===== config.mk =====
export PLATFORM = sky130hd
export DESIGN_NAME = flowstate_sendmau_wb_flat
export DESIGN_NICKNAME = d
export VERILOG_FILES = /design/src/rtl/flowstate_sendmau_wb_pkg.sv /design/src/rtl/flowstate_sendmau_wb_if.sv /design/src/rtl/flowstate_sendmau_wb_hist3.sv /design/src/rtl/flowstate_sendmau_wb.sv /design/src/flat_wrapper.sv
export SDC_FILE = /design/constraint.sdc
export NUM_CORES = 2
export LEC_CHECK = 0
export CORE_AREA = 8 8 502 504
export DETAILED_ROUTE_END_ITERATION = 16
export DIE_AREA = 0 0 510 512
export GPL_ROUTABILITY_DRIVEN = 0
export SYNTH_ARGS = -nofsm -noshare
export SYNTH_HDL_FRONTEND = slang
export SYNTH_SLANG_ARGS = --single-unit

===== constraint.sdc =====
create_clock -name clk -period 4.6 [get_ports clk]
set_input_delay 0.92 -clock clk [delete_from_list [all_inputs] [get_ports clk]]
set_output_delay 0.92 -clock clk [all_outputs]
set_load 0.03 [all_outputs]

===== src/rtl/flowstate_sendmau_wb_pkg.sv =====
// Shared constants for the flowstate send-side MAU stage: PHV container
// geometry, data-packet flag location and match-select encodings.
package flowstate_sendmau_wb_pkg;

  localparam int unsigned BYTE_W = 8;
  localparam int unsigned HALF_W = 16;
  localparam int unsigned WORD_W = 32;

  localparam int unsigned DEF_PHV_WIDTH       = 592;
  localparam int unsigned DEF_PHV_B_COUNT     = 10;
  localparam int unsigned DEF_PHV_H_COUNT     = 2;
  localparam int unsigned DEF_PHV_W_COUNT     = 15;
  localparam int unsigned DEF_FLOWSTATE_WIDTH = 32;
  localparam int unsigned DEF_ADDR_WIDTH      = 10;

  // Protocol byte container and the bit inside it that marks a data packet
  localparam int unsigned PROTO_BYTE_IDX = 0;
  localparam int unsigned DATA_PKT_BIT   = 2;

  localparam int unsigned HIST_DEPTH = 3;

  // Upstream tracker result: no match, or match at history depth 0/1/2
  typedef enum logic [1:0] {
    MATCH_NONE  = 2'b00,
    MATCH_HIST0 = 2'b01,
    MATCH_HIST1 = 2'b10,
    MATCH_HIST2 = 2'b11
  } match_sel_e;

  // PHV packs byte containers from bit 0, then halfwords, then words
  function automatic int unsigned word_lsb(int unsigned b_count,
                                           int unsigned h_count,
                                           int unsigned w_idx);
    return b_count * BYTE_W + h_count * HALF_W + w_idx * WORD_W;
  endfunction

endpackage


===== src/rtl/flowstate_sendmau_wb_if.sv =====
// PHV in/out streams, flowstate table write port and update broadcast.
interface flowstate_sendmau_wb_if #(
  parameter int unsigned PHV_WIDTH       = flowstate_sendmau_wb_pkg::DEF_PHV_WIDTH,
  parameter int unsigned FLOWSTATE_WIDTH = flowstate_sendmau_wb_pkg::DEF_FLOWSTATE_WIDTH,
  parameter int unsigned ADDR_WIDTH      = flowstate_sendmau_wb_pkg::DEF_ADDR_WIDTH
);

  logic [PHV_WIDTH-1:0]       s_phv_info;
  logic [1:0]                 s_phv_match_sel;
  logic                       s_phv_mat_hit;
  logic [FLOWSTATE_WIDTH-1:0] s_phv_mat_value;
  logic [ADDR_WIDTH-1:0]      s_phv_mat_addr;
  logic                       s_phv_valid;
  logic                       s_phv_ready;

  logic [PHV_WIDTH-1:0]       m_phv_info;
  logic                       m_phv_valid;
  logic                       m_phv_ready;

  logic [ADDR_WIDTH-1:0]      m_wr_addr;
  logic [FLOWSTATE_WIDTH-1:0] m_wr_data;
  logic                       m_wr_valid;
  logic                       m_wr_ready;

  logic [FLOWSTATE_WIDTH:0]   bcd_flowstate_out;
  logic [ADDR_WIDTH-1:0]      bcd_addr_out;
  logic                       bcd_valid_out;

  // Environment side: drives the PHV source and the downstream sinks
  modport master (
    output s_phv_info, s_phv_match_sel, s_phv_mat_hit, s_phv_mat_value,
           s_phv_mat_addr, s_phv_valid,
    input  s_phv_ready,
    input  m_phv_info, m_phv_valid,
    output m_phv_ready,
    input  m_wr_addr, m_wr_data, m_wr_valid,
    output m_wr_ready,
    input  bcd_flowstate_out, bcd_addr_out, bcd_valid_out
  );

  // Stage side
  modport slave (
    input  s_phv_info, s_phv_match_sel, s_phv_mat_hit, s_phv_mat_value,
           s_phv_mat_addr, s_phv_valid,
    output s_phv_ready,
    output m_phv_info, m_phv_valid,
    input  m_phv_ready,
    output m_wr_addr, m_wr_data, m_wr_valid,
    input  m_wr_ready,
    output bcd_flowstate_out, bcd_addr_out, bcd_valid_out
  );

endinterface


===== src/rtl/flowstate_sendmau_wb_hist3.sv =====
// Three-deep history of recent accepts so a PHV that hits the same flow as
// one still in flight to the table picks up the freshest flowstate.
module flowstate_hist3
  import flowstate_sendmau_wb_pkg::*;
#(
  parameter int unsigned ADDR_WIDTH      = DEF_ADDR_WIDTH,
  parameter int unsigned FLOWSTATE_WIDTH = DEF_FLOWSTATE_WIDTH
) (
  input  logic                       clk,
  input  logic                       rst_n,
  input  logic                       shift_i,
  input  logic                       ent_valid_i,
  input  logic [ADDR_WIDTH-1:0]      ent_addr_i,
  input  logic [FLOWSTATE_WIDTH-1:0] ent_value_i,
  input  match_sel_e                 sel_i,
  output logic                       rd_hit_c,
  output logic [FLOWSTATE_WIDTH-1:0] rd_value_c
);

  typedef struct packed {
    logic                       valid;
    logic [ADDR_WIDTH-1:0]      addr;
    logic [FLOWSTATE_WIDTH-1:0] value;
  } hist_entry_t;

  hist_entry_t hist_q [HIST_DEPTH];
  hist_entry_t hist_d [HIST_DEPTH];

  // Shift one slot per accept; the new entry lands at depth 0
  always_comb begin
    for (int i = 0; i < int'(HIST_DEPTH); i++) begin
      hist_d[i] = hist_q[i];
    end
    if (shift_i) begin
      for (int i = int'(HIST_DEPTH) - 1; i > 0; i--) begin
        hist_d[i] = hist_q[i-1];
      end
      hist_d[0].valid = ent_valid_i;
      hist_d[0].addr  = ent_addr_i;
      hist_d[0].value = ent_value_i;
    end
  end

  // History register
  always_ff @(posedge clk or negedge rst_n) begin
    if (!rst_n) begin
      for (int i = 0; i < int'(HIST_DEPTH); i++) begin
        hist_q[i] <= '0;
      end
    end else begin
      for (int i = 0; i < int'(HIST_DEPTH); i++) begin
        hist_q[i] <= hist_d[i];
      end
    end
  end

  // Select read: the upstream tracker names the depth, we report its state
  always_comb begin
    rd_hit_c   = 1'b0;
    rd_value_c = '0;
    case (sel_i)
      MATCH_HIST0: begin
        rd_hit_c   = hist_q[0].valid;
        rd_value_c = hist_q[0].value;
      end
      MATCH_HIST1: begin
        rd_hit_c   = hist_q[1].valid;
        rd_value_c = hist_q[1].value;
      end
      MATCH_HIST2: begin
        rd_hit_c   = hist_q[2].valid;
        rd_value_c = hist_q[2].value;
      end
      default: begin
        rd_hit_c   = 1'b0;
        rd_value_c = '0;
      end
    endcase
  end

endmodule


===== src/rtl/flowstate_sendmau_wb.sv =====
// Send-side flowstate stage: stamps the current send sequence into a PHV
// word, writes the incremented flowstate back to the table and broadcasts it.
module flowstate_sendmau_wb
  import flowstate_sendmau_wb_pkg::*;
#(
  parameter int unsigned PHV_WIDTH       = DEF_PHV_WIDTH,
  parameter int unsigned PHV_B_COUNT     = DEF_PHV_B_COUNT,
  parameter int unsigned PHV_H_COUNT     = DEF_PHV_H_COUNT,
  parameter int unsigned PHV_W_COUNT     = DEF_PHV_W_COUNT,
  parameter int unsigned FLOWSTATE_WIDTH = DEF_FLOWSTATE_WIDTH,
  parameter int unsigned ADDR_WIDTH      = DEF_ADDR_WIDTH,
  parameter int unsigned SEQ_W_INDEX     = 0
) (
  input logic                   clk,
  input logic                   rst_n,
  flowstate_sendmau_wb_if.slave bus
);

  localparam int unsigned SEQ_IDX  = (SEQ_W_INDEX < PHV_W_COUNT) ? SEQ_W_INDEX : 0;
  localparam int unsigned SEQ_LSB  = word_lsb(PHV_B_COUNT, PHV_H_COUNT, SEQ_IDX);
  localparam int unsigned DATA_BIT = PROTO_BYTE_IDX * BYTE_W + DATA_PKT_BIT;

  logic                       s_phv_ready_c;
  logic                       accept_c;
  logic                       update_c;
  logic                       hist_hit_c;
  logic [FLOWSTATE_WIDTH-1:0] hist_value_c;
  logic [FLOWSTATE_WIDTH-1:0] eff_value_c;
  logic [FLOWSTATE_WIDTH-1:0] new_fs_c;
  logic [PHV_WIDTH-1:0]       phv_fwd_c;

  logic                       m_phv_valid_q, m_phv_valid_d;
  logic [PHV_WIDTH-1:0]       m_phv_info_q,  m_phv_info_d;
  logic                       m_wr_valid_q,  m_wr_valid_d;
  logic [ADDR_WIDTH-1:0]      m_wr_addr_q,   m_wr_addr_d;
  logic [FLOWSTATE_WIDTH-1:0] m_wr_data_q,   m_wr_data_d;
  logic                       bcd_valid_q,   bcd_valid_d;
  logic [FLOWSTATE_WIDTH:0]   bcd_fs_q,      bcd_fs_d;
  logic [ADDR_WIDTH-1:0]      bcd_addr_q,    bcd_addr_d;

  // Flow history, shifted on every accept in lockstep with the tracker
  flowstate_hist3 #(
    .ADDR_WIDTH      (ADDR_WIDTH),
    .FLOWSTATE_WIDTH (FLOWSTATE_WIDTH)
  ) u_hist (
    .clk         (clk),
    .rst_n       (rst_n),
    .shift_i     (accept_c),
    .ent_valid_i (update_c),
    .ent_addr_i  (bus.s_phv_mat_addr),
    .ent_value_i (new_fs_c),
    .sel_i       (match_sel_e'(bus.s_phv_match_sel)),
    .rd_hit_c    (hist_hit_c),
    .rd_value_c  (hist_value_c)
  );

  // Handshake, effective flowstate and PHV rewrite
  always_comb begin
    s_phv_ready_c = rst_n
                  && (!m_phv_valid_q || bus.m_phv_ready)
                  && (!m_wr_valid_q  || bus.m_wr_ready);
    accept_c      = bus.s_phv_valid && s_phv_ready_c;
    update_c      = accept_c && bus.s_phv_mat_hit && bus.s_phv_info[DATA_BIT];
    eff_value_c   = hist_hit_c ? hist_value_c : bus.s_phv_mat_value;
    new_fs_c      = eff_value_c + FLOWSTATE_WIDTH'(1);
    phv_fwd_c     = bus.s_phv_info;
    if (update_c) begin
      phv_fwd_c[SEQ_LSB +: WORD_W] = WORD_W'(eff_value_c);
    end
  end

  // Next-state for the output PHV, table write and broadcast registers
  always_comb begin
    m_phv_valid_d = m_phv_valid_q;
    m_phv_info_d  = m_phv_info_q;
    m_wr_valid_d  = m_wr_valid_q;
    m_wr_addr_d   = m_wr_addr_q;
    m_wr_data_d   = m_wr_data_q;
    bcd_valid_d   = 1'b0;
    bcd_fs_d      = bcd_fs_q;
    bcd_addr_d    = bcd_addr_q;

    if (accept_c) begin
      m_phv_valid_d = 1'b1;
      m_phv_info_d  = phv_fwd_c;
    end else if (bus.m_phv_ready) begin
      m_phv_valid_d = 1'b0;
    end

    if (update_c) begin
      m_wr_valid_d = 1'b1;
      m_wr_addr_d  = bus.s_phv_mat_addr;
      m_wr_data_d  = new_fs_c;
      bcd_valid_d  = 1'b1;
      bcd_fs_d     = {1'b1, new_fs_c};
      bcd_addr_d   = bus.s_phv_mat_addr;
    end else if (bus.m_wr_ready) begin
      m_wr_valid_d = 1'b0;
    end
  end

  // Output registers
  always_ff @(posedge clk or negedge rst_n) begin
    if (!rst_n) begin
      m_phv_valid_q <= 1'b0;
      m_phv_info_q  <= '0;
      m_wr_valid_q  <= 1'b0;
      m_wr_addr_q   <= '0;
      m_wr_data_q   <= '0;
      bcd_valid_q   <= 1'b0;
      bcd_fs_q      <= '0;
      bcd_addr_q    <= '0;
    end else begin
      m_phv_valid_q <= m_phv_valid_d;
      m_phv_info_q  <= m_phv_info_d;
      m_wr_valid_q  <= m_wr_valid_d;
      m_wr_addr_q   <= m_wr_addr_d;
      m_wr_data_q   <= m_wr_data_d;
      bcd_valid_q   <= bcd_valid_d;
      bcd_fs_q      <= bcd_fs_d;
      bcd_addr_q    <= bcd_addr_d;
    end
  end

  assign bus.s_phv_ready       = s_phv_ready_c;
  assign bus.m_phv_valid       = m_phv_valid_q;
  assign bus.m_phv_info        = m_phv_info_q;
  assign bus.m_wr_valid        = m_wr_valid_q;
  assign bus.m_wr_addr         = m_wr_addr_q;
  assign bus.m_wr_data         = m_wr_data_q;
  assign bus.bcd_valid_out     = bcd_valid_q;
  assign bus.bcd_flowstate_out = bcd_fs_q;
  assign bus.bcd_addr_out      = bcd_addr_q;

endmodule


===== src/flat_wrapper.sv =====
// flat-port wrapper written by rule: the top's interface ports become plain ports
module flowstate_sendmau_wb_flat import flowstate_sendmau_wb_pkg::*;
#(
  parameter int unsigned PHV_WIDTH       = DEF_PHV_WIDTH,
  parameter int unsigned PHV_B_COUNT     = DEF_PHV_B_COUNT,
  parameter int unsigned PHV_H_COUNT     = DEF_PHV_H_COUNT,
  parameter int unsigned PHV_W_COUNT     = DEF_PHV_W_COUNT,
  parameter int unsigned FLOWSTATE_WIDTH = DEF_FLOWSTATE_WIDTH,
  parameter int unsigned ADDR_WIDTH      = DEF_ADDR_WIDTH,
  parameter int unsigned SEQ_W_INDEX     = 0
)
  (clk, rst_n, bus_s_phv_info, bus_s_phv_match_sel, bus_s_phv_mat_hit, bus_s_phv_mat_value, bus_s_phv_mat_addr, bus_s_phv_valid, bus_s_phv_ready, bus_m_phv_info, bus_m_phv_valid, bus_m_phv_ready, bus_m_wr_addr, bus_m_wr_data, bus_m_wr_valid, bus_m_wr_ready, bus_bcd_flowstate_out, bus_bcd_addr_out, bus_bcd_valid_out);
  flowstate_sendmau_wb_if #(.PHV_WIDTH(PHV_WIDTH), .FLOWSTATE_WIDTH(FLOWSTATE_WIDTH), .ADDR_WIDTH(ADDR_WIDTH)) bus_i ();
  input logic clk;
  input logic rst_n;
  input wire logic [$bits(bus_i.s_phv_info)-1:0] bus_s_phv_info;
  input wire logic [$bits(bus_i.s_phv_match_sel)-1:0] bus_s_phv_match_sel;
  input wire logic [$bits(bus_i.s_phv_mat_hit)-1:0] bus_s_phv_mat_hit;
  input wire logic [$bits(bus_i.s_phv_mat_value)-1:0] bus_s_phv_mat_value;
  input wire logic [$bits(bus_i.s_phv_mat_addr)-1:0] bus_s_phv_mat_addr;
  input wire logic [$bits(bus_i.s_phv_valid)-1:0] bus_s_phv_valid;
  output wire logic [$bits(bus_i.s_phv_ready)-1:0] bus_s_phv_ready;
  output wire logic [$bits(bus_i.m_phv_info)-1:0] bus_m_phv_info;
  output wire logic [$bits(bus_i.m_phv_valid)-1:0] bus_m_phv_valid;
  input wire logic [$bits(bus_i.m_phv_ready)-1:0] bus_m_phv_ready;
  output wire logic [$bits(bus_i.m_wr_addr)-1:0] bus_m_wr_addr;
  output wire logic [$bits(bus_i.m_wr_data)-1:0] bus_m_wr_data;
  output wire logic [$bits(bus_i.m_wr_valid)-1:0] bus_m_wr_valid;
  input wire logic [$bits(bus_i.m_wr_ready)-1:0] bus_m_wr_ready;
  output wire logic [$bits(bus_i.bcd_flowstate_out)-1:0] bus_bcd_flowstate_out;
  output wire logic [$bits(bus_i.bcd_addr_out)-1:0] bus_bcd_addr_out;
  output wire logic [$bits(bus_i.bcd_valid_out)-1:0] bus_bcd_valid_out;
  assign bus_i.s_phv_info = bus_s_phv_info;
  assign bus_i.s_phv_match_sel = bus_s_phv_match_sel;
  assign bus_i.s_phv_mat_hit = bus_s_phv_mat_hit;
  assign bus_i.s_phv_mat_value = bus_s_phv_mat_value;
  assign bus_i.s_phv_mat_addr = bus_s_phv_mat_addr;
  assign bus_i.s_phv_valid = bus_s_phv_valid;
  assign bus_s_phv_ready = bus_i.s_phv_ready;
  assign bus_m_phv_info = bus_i.m_phv_info;
  assign bus_m_phv_valid = bus_i.m_phv_valid;
  assign bus_i.m_phv_ready = bus_m_phv_ready;
  assign bus_m_wr_addr = bus_i.m_wr_addr;
  assign bus_m_wr_data = bus_i.m_wr_data;
  assign bus_m_wr_valid = bus_i.m_wr_valid;
  assign bus_i.m_wr_ready = bus_m_wr_ready;
  assign bus_bcd_flowstate_out = bus_i.bcd_flowstate_out;
  assign bus_bcd_addr_out = bus_i.bcd_addr_out;
  assign bus_bcd_valid_out = bus_i.bcd_valid_out;
  flowstate_sendmau_wb #(.PHV_WIDTH(PHV_WIDTH), .PHV_B_COUNT(PHV_B_COUNT), .PHV_H_COUNT(PHV_H_COUNT), .PHV_W_COUNT(PHV_W_COUNT), .FLOWSTATE_WIDTH(FLOWSTATE_WIDTH), .ADDR_WIDTH(ADDR_WIDTH), .SEQ_W_INDEX(SEQ_W_INDEX)) u_core (.clk(clk), .rst_n(rst_n), .bus(bus_i));
endmodule

# Word-level counts from Yosys, hierarchy flattened
# Cells that the tools add are included.
# Widths: inputs -> output; s select.
[word_totals]
regBits = 769
output_inout_bits = 681
[classes]
addsub = 1
eq_ne = 3
muxes = 9
n_reduce_logical = 11
[op_table]
columns = ["op", "count"]
rows = [
  ["$pmux 32 s3", 1],
  ["$mux 32", 2],
  ["$add 32x1->32 const B", 1],
  ["$logic_and 1x1->1", 5],
  ["$mux 1", 5],
  ["$eq 2x2->1 const B", 2],
  ["$reduce_bool 2->1", 2],
  ["$pmux 1 s3", 1],
  ["$eq 2x1->1 const B", 1],
  ["$logic_not 1->1", 2],
  ["$logic_or 1x1->1", 2],
]

# Depth between registers and ports, before layout
[logic_depth]
ltp_word = 8
ltp_mapped = 17

# Hierarchy
# Synthesis repeated with hierarchy kept, for this count alone.
[unflattened]
cells_unflattened = 3206
hier_area_um2 = 30219.0
[modules_own_cells]
columns = ["module", "n_inst", "cells_each", "area_each_um2", "seq_area_each_um2"]
rows = [
  ["flowstate_sendmau_wb", 1, 2918, 25654.6, 15965.3],
  ["flowstate_hist3", 1, 288, 4564.4, 2477.4],
]

# Worst setup path after synthesis
# OpenSTA, ideal clock, no wires.
[synth_timing]
path_kind = "input port to flip-flop"
startpoint = "input port bus_s_phv_match_sel[1]"
endpoint = "register u_core.bcd_fs_q[26], in the netlist u_core.bus.bcd_flowstate_out[26]"
setup_time_ns = 0.082
arrival_time_ns = 3.835
setup_slack_ns = 0.683
cell_stages = 17
n_path_buf = 7
cell_sequence = "buf_6 -> and3b_1 -> buf_6 -> a21o_1 -> buf_6 -> buf_6 -> buf_6 -> buf_4 -> buf_2 -> nor2_1 -> nor2_1 -> ha_1 -> inv_1 -> nor4b_2 -> nand4_1 -> or3b_1 -> a31oi_1"
[synth_via]
elab_chain_len = 4
elab_cells_between_ends = 7
[synth_lines]
columns = ["element", "line_no", "text"]
rows = [
  ["from (decl)", "flat_wrapper.sv:17", "input wire logic [$bits(bus_i.s_phv_match_sel)-1:0] bus_s_phv_match_sel;"],
  ["$eq 2x2->1 / $eq 2x1->1 (equally long branches)", "flowstate_sendmau_wb_hist3.sv:61", "case (sel_i)"],
  ["$pmux 32 s3 / $pmux 1 s3 (equally long branches)", "flowstate_sendmau_wb_hist3.sv:61", ""],
  ["$mux 32 *", "flowstate_sendmau_wb.sv:64", "eff_value_c = hist_hit_c ? hist_value_c : bus.s_phv_mat_value;"],
  ["$add 32x1->32 *", "flowstate_sendmau_wb.sv:65", "new_fs_c = eff_value_c + FLOWSTATE_WIDTH'(1);"],
  ["to (signal assigned)", "flowstate_sendmau_wb.sv:120", "bcd_fs_q <= bcd_fs_d;"],
  ["to (decl)", "flowstate_sendmau_wb.sv:38", "logic [FLOWSTATE_WIDTH:0] bcd_fs_q, bcd_fs_d;"],
]
# Every way passes the cells marked *; elsewhere a longest branch is shown, timed or not.
# A chain may end at the register's enable or synchronous reset.

# Worst setup path in the final report
[layout_timing]
startpoint = "input port bus_s_phv_match_sel[0]"
endpoint = "register u_core.bcd_fs_q[24], in the netlist u_core.bus.bcd_flowstate_out[24]"
# Same word-level chain as after synthesis.

==> impl_metrics.ini <==
[status]
run_status = finished, final reports clean

[worst_setup_path]
endpoint_kind = register
worstPathArrival_ns = 4.59
required_ns = 5.26
worst-path-max-fanout = 15
crit_start = bus_s_phv_match_sel[0]
crit-reg2reg-launch = u_core.u_hist.hist_q[85]
cp-start-kind = input port
worstSetupPathType = in2reg

[sta]
period_needed_ns = 3.94
final_hold_viol_count = 0
final.period_utilization = 0.856
finalSetupViolations = 0
fin_setup_tns_ns = 0
max_slew_margin = 0.317
rsz0062_at_grt = no
drv_slew = 0
worst_pin_slew_ns = 1.02
setup_ws_ns = 0.662
finalClockSkew_ns = 0.0391
max_freq_mhz = 254

[logic_synthesis]
synth_top_cell_by_area = dfrtp_1
ys_async_sr_fraction = 1.00
synth.avg_cell_area_um2 = 8.98
ys_ff_latch = 737
synth_edf_count = 0
yosysTopAreaCellShare = 0.618
ys.flop_type = dfrtp_1
syn_inst = 3323
synth_cell_types = 59
ys_seq_area_frac = 0.618
ys_top_cells_by_area = dfrtp_1 (62%), nand2_1 (25%), clkbuf_1 (2.0%)
yosysWarnings = 0
syn-num-nets = 3966
synthesis.area_um2 = 29900

[global_route]
grt_pass1_wl_um = 305000
grt_pass1_vias = 30300
grt_overflow = 0
grtUsageTotal = 0.176
grt_max_degree = 140
antenna_found_initial = 339

[layout]
final_core_util = 0.206
stdcell_count = 7957
drive_above_1_share = 0.0672
final_nets = 5227
area_growth_syn_to_layout_pct = 68.6

[cts]
post_cts_buffers = 0
cts_tree = done
cts_sinks = 737
clockBufferDepth = 3
cts_htree_levels = 3
ctsResizeCount = 0
clkLatencyLatePin_ns = 0.75
cts_root_buf = clkbuf_16
cts-hold-fix-buffers = 0
path_clk_slew_ns = 0.06
cts_made_buffers = 101

[die]
die-height_um = 512
initial_core_util = 0.122
rows = 182
io-pin-count = 1323
core-area_um2 = 244000
die_area_um2 = 261000
die_w_um = 510

[placed_design]
dp_hpwl_um = 203000
place_ws_ns = 0.0847
portBuffers = 1322
dp.cells = 7701

[flow_run]
maxCapViolations = 0

[min_path]
hp-class = in2async

[route]
dr.pass1.iters = 7
drc = 0
drt-total-wl_um = 239000
drt_iter0_markers = 2711
vias = 30100
detail-route-antenna-nets = 0
avgRoutedWirePerCell_um = 30.0
viasPerCell = 3.78

[power_and_ir_drop]
power.leakage_nw = 22.8
power_density_nw_per_um2 = 507
p_total_w = 0.0255
peakVddDrop_v = 0.000283
[per-stage QoR]
stage               hold WS, ns  area [um2]
finish                   0.0792       50300
global route             0.0383       50200
CTS                      0.0133       50200
detailed placement        0.460       46700
global placement          0.453       46700
floorplan                 0.440       29900
[worst max-delay path, stage by stage]
cell and delay (ns):
clkdlybuf4s50_1 0.61, and3b_1 0.55, a21o_2 0.37, buf_4 0.31, a31oi_2 0.26, nand4bb_1 0.40, nor4_2 0.66, nand3_1 0.22
a31oi_1 0.28
[final cells by class]
type	count	area, um2
Clock buffer	130	2810
Multi-Input combinational cell	2357	10300
Timing Repair Buffer	1384	13900
Fill cell	26800	194000
Antenna cell	67	168
Clock inverter	59	704
Inverter	3	11.3
Sequential cell	737	18400
Tap cell	3220	4030
[cells in the final DEF (no fill, tap or decap), types with 4 or more instances in the layout]
cell                n
nand2_1          1993
clkdlybuf4s50_1  1320
dfrtp_1           737
clkbuf_16         101
diode_2            67
o21ai_0            63
buf_4              50
mux2_2             41
nor2_1             31
a22oi_1            31
a22o_1             28
mux2i_1            27
clkinv_2           18
clkbuf_8           17
xnor2_1            16
a31oi_1            15
buf_12             13
clkbuf_1           12
a211oi_1           11
clkinvlp_4         10
nor3_1              9
inv_6               9
bufinv_16           9
a31o_2              8
xor2_1              7
clkinv_4            7
nand3_1             6
a221o_1             4
nand4bb_1           4
and3_1              4
nor4_1              4
nand2b_1            4
[cell families (layout without fill, tap and decap cells)]
kind of cell             Yosys count  after routing  share of synthesized area
AO/OA/AOI/OAI                    180            180                     0.0424
XOR/XNOR                          23             23                    0.00675
adder cells (fa/ha/maj)            1              1                   0.000419
buffers and inverters            229           1576                     0.0376
flip-flops                       737            737                      0.618
multiplexers                      71             71                     0.0258
other                              0             67                          0
AND/OR/NAND/NOR                 2082           2082                      0.269
[report_power, final]
group	total [W]	internal (W)	switching (W)	leakage, nW
Sequential	0.00875	0.00774	0.00101	9.15
Clock	0.00836	0.00487	0.00349	1.70
Combinational	0.00840	0.00311	0.00528	12.0
[registers in the layout, summed over array words and instances (netlist names)]
register                      count
u_core.bus.m_wr_valid             1
u_core.bus.bcd_valid_out          1
u_core.u_hist.hist_q             99
u_core.bus.m_phv_info           592
u_core.bus.m_wr_addr             10
u_core.bus.bcd_flowstate_out     33
u_core.bus.m_phv_valid            1
[synth_stat cells, drive strengths merged (4+ instances only)]
cell type,number
xnor2,16
nand2,1994
nand4,5
nor2,32
o21ai,65
a221o,4
mux2,44
nand2b,4
clkbuf,163
a211oi,12
and3,4
a22o,30
a31oi,17
nor4,6
a31o,8
buf,63
nand3,7
a22oi,31
xor2,7
nand4bb,4
nor3,9
mux2i,27
dfrtp,737
[routing by layer]
metal	track usage	share of wire	vias to the layer above
met5	0	0.0065	-
met4	0.0574	0.041	236
met3	0.152	0.18	723
met2	0.290	0.46	1858
met1	0.157	0.31	14300
li1	-	-	13000
[path summary, 6_finish.rpt]
kind | endpoint | slack, ns | cells past startpoint
max in group asynchronous | u_core.bus.m_phv_info[261] | 2.35 | 3
min in group clk | u_core.u_hist.hist_q[12] | 0.47 | 2
max | u_core.bus.bcd_flowstate_out[24] | 0.66 | 9
max reg2reg | u_core.bus.bcd_flowstate_out[24] | 1.18 | 8
min | u_core.u_hist.hist_q[65] | 0.08 | 1
min reg2reg | u_core.u_hist.hist_q[12] | 0.47 | 2
No activity file was read; power rests on OpenSTA's default activity.
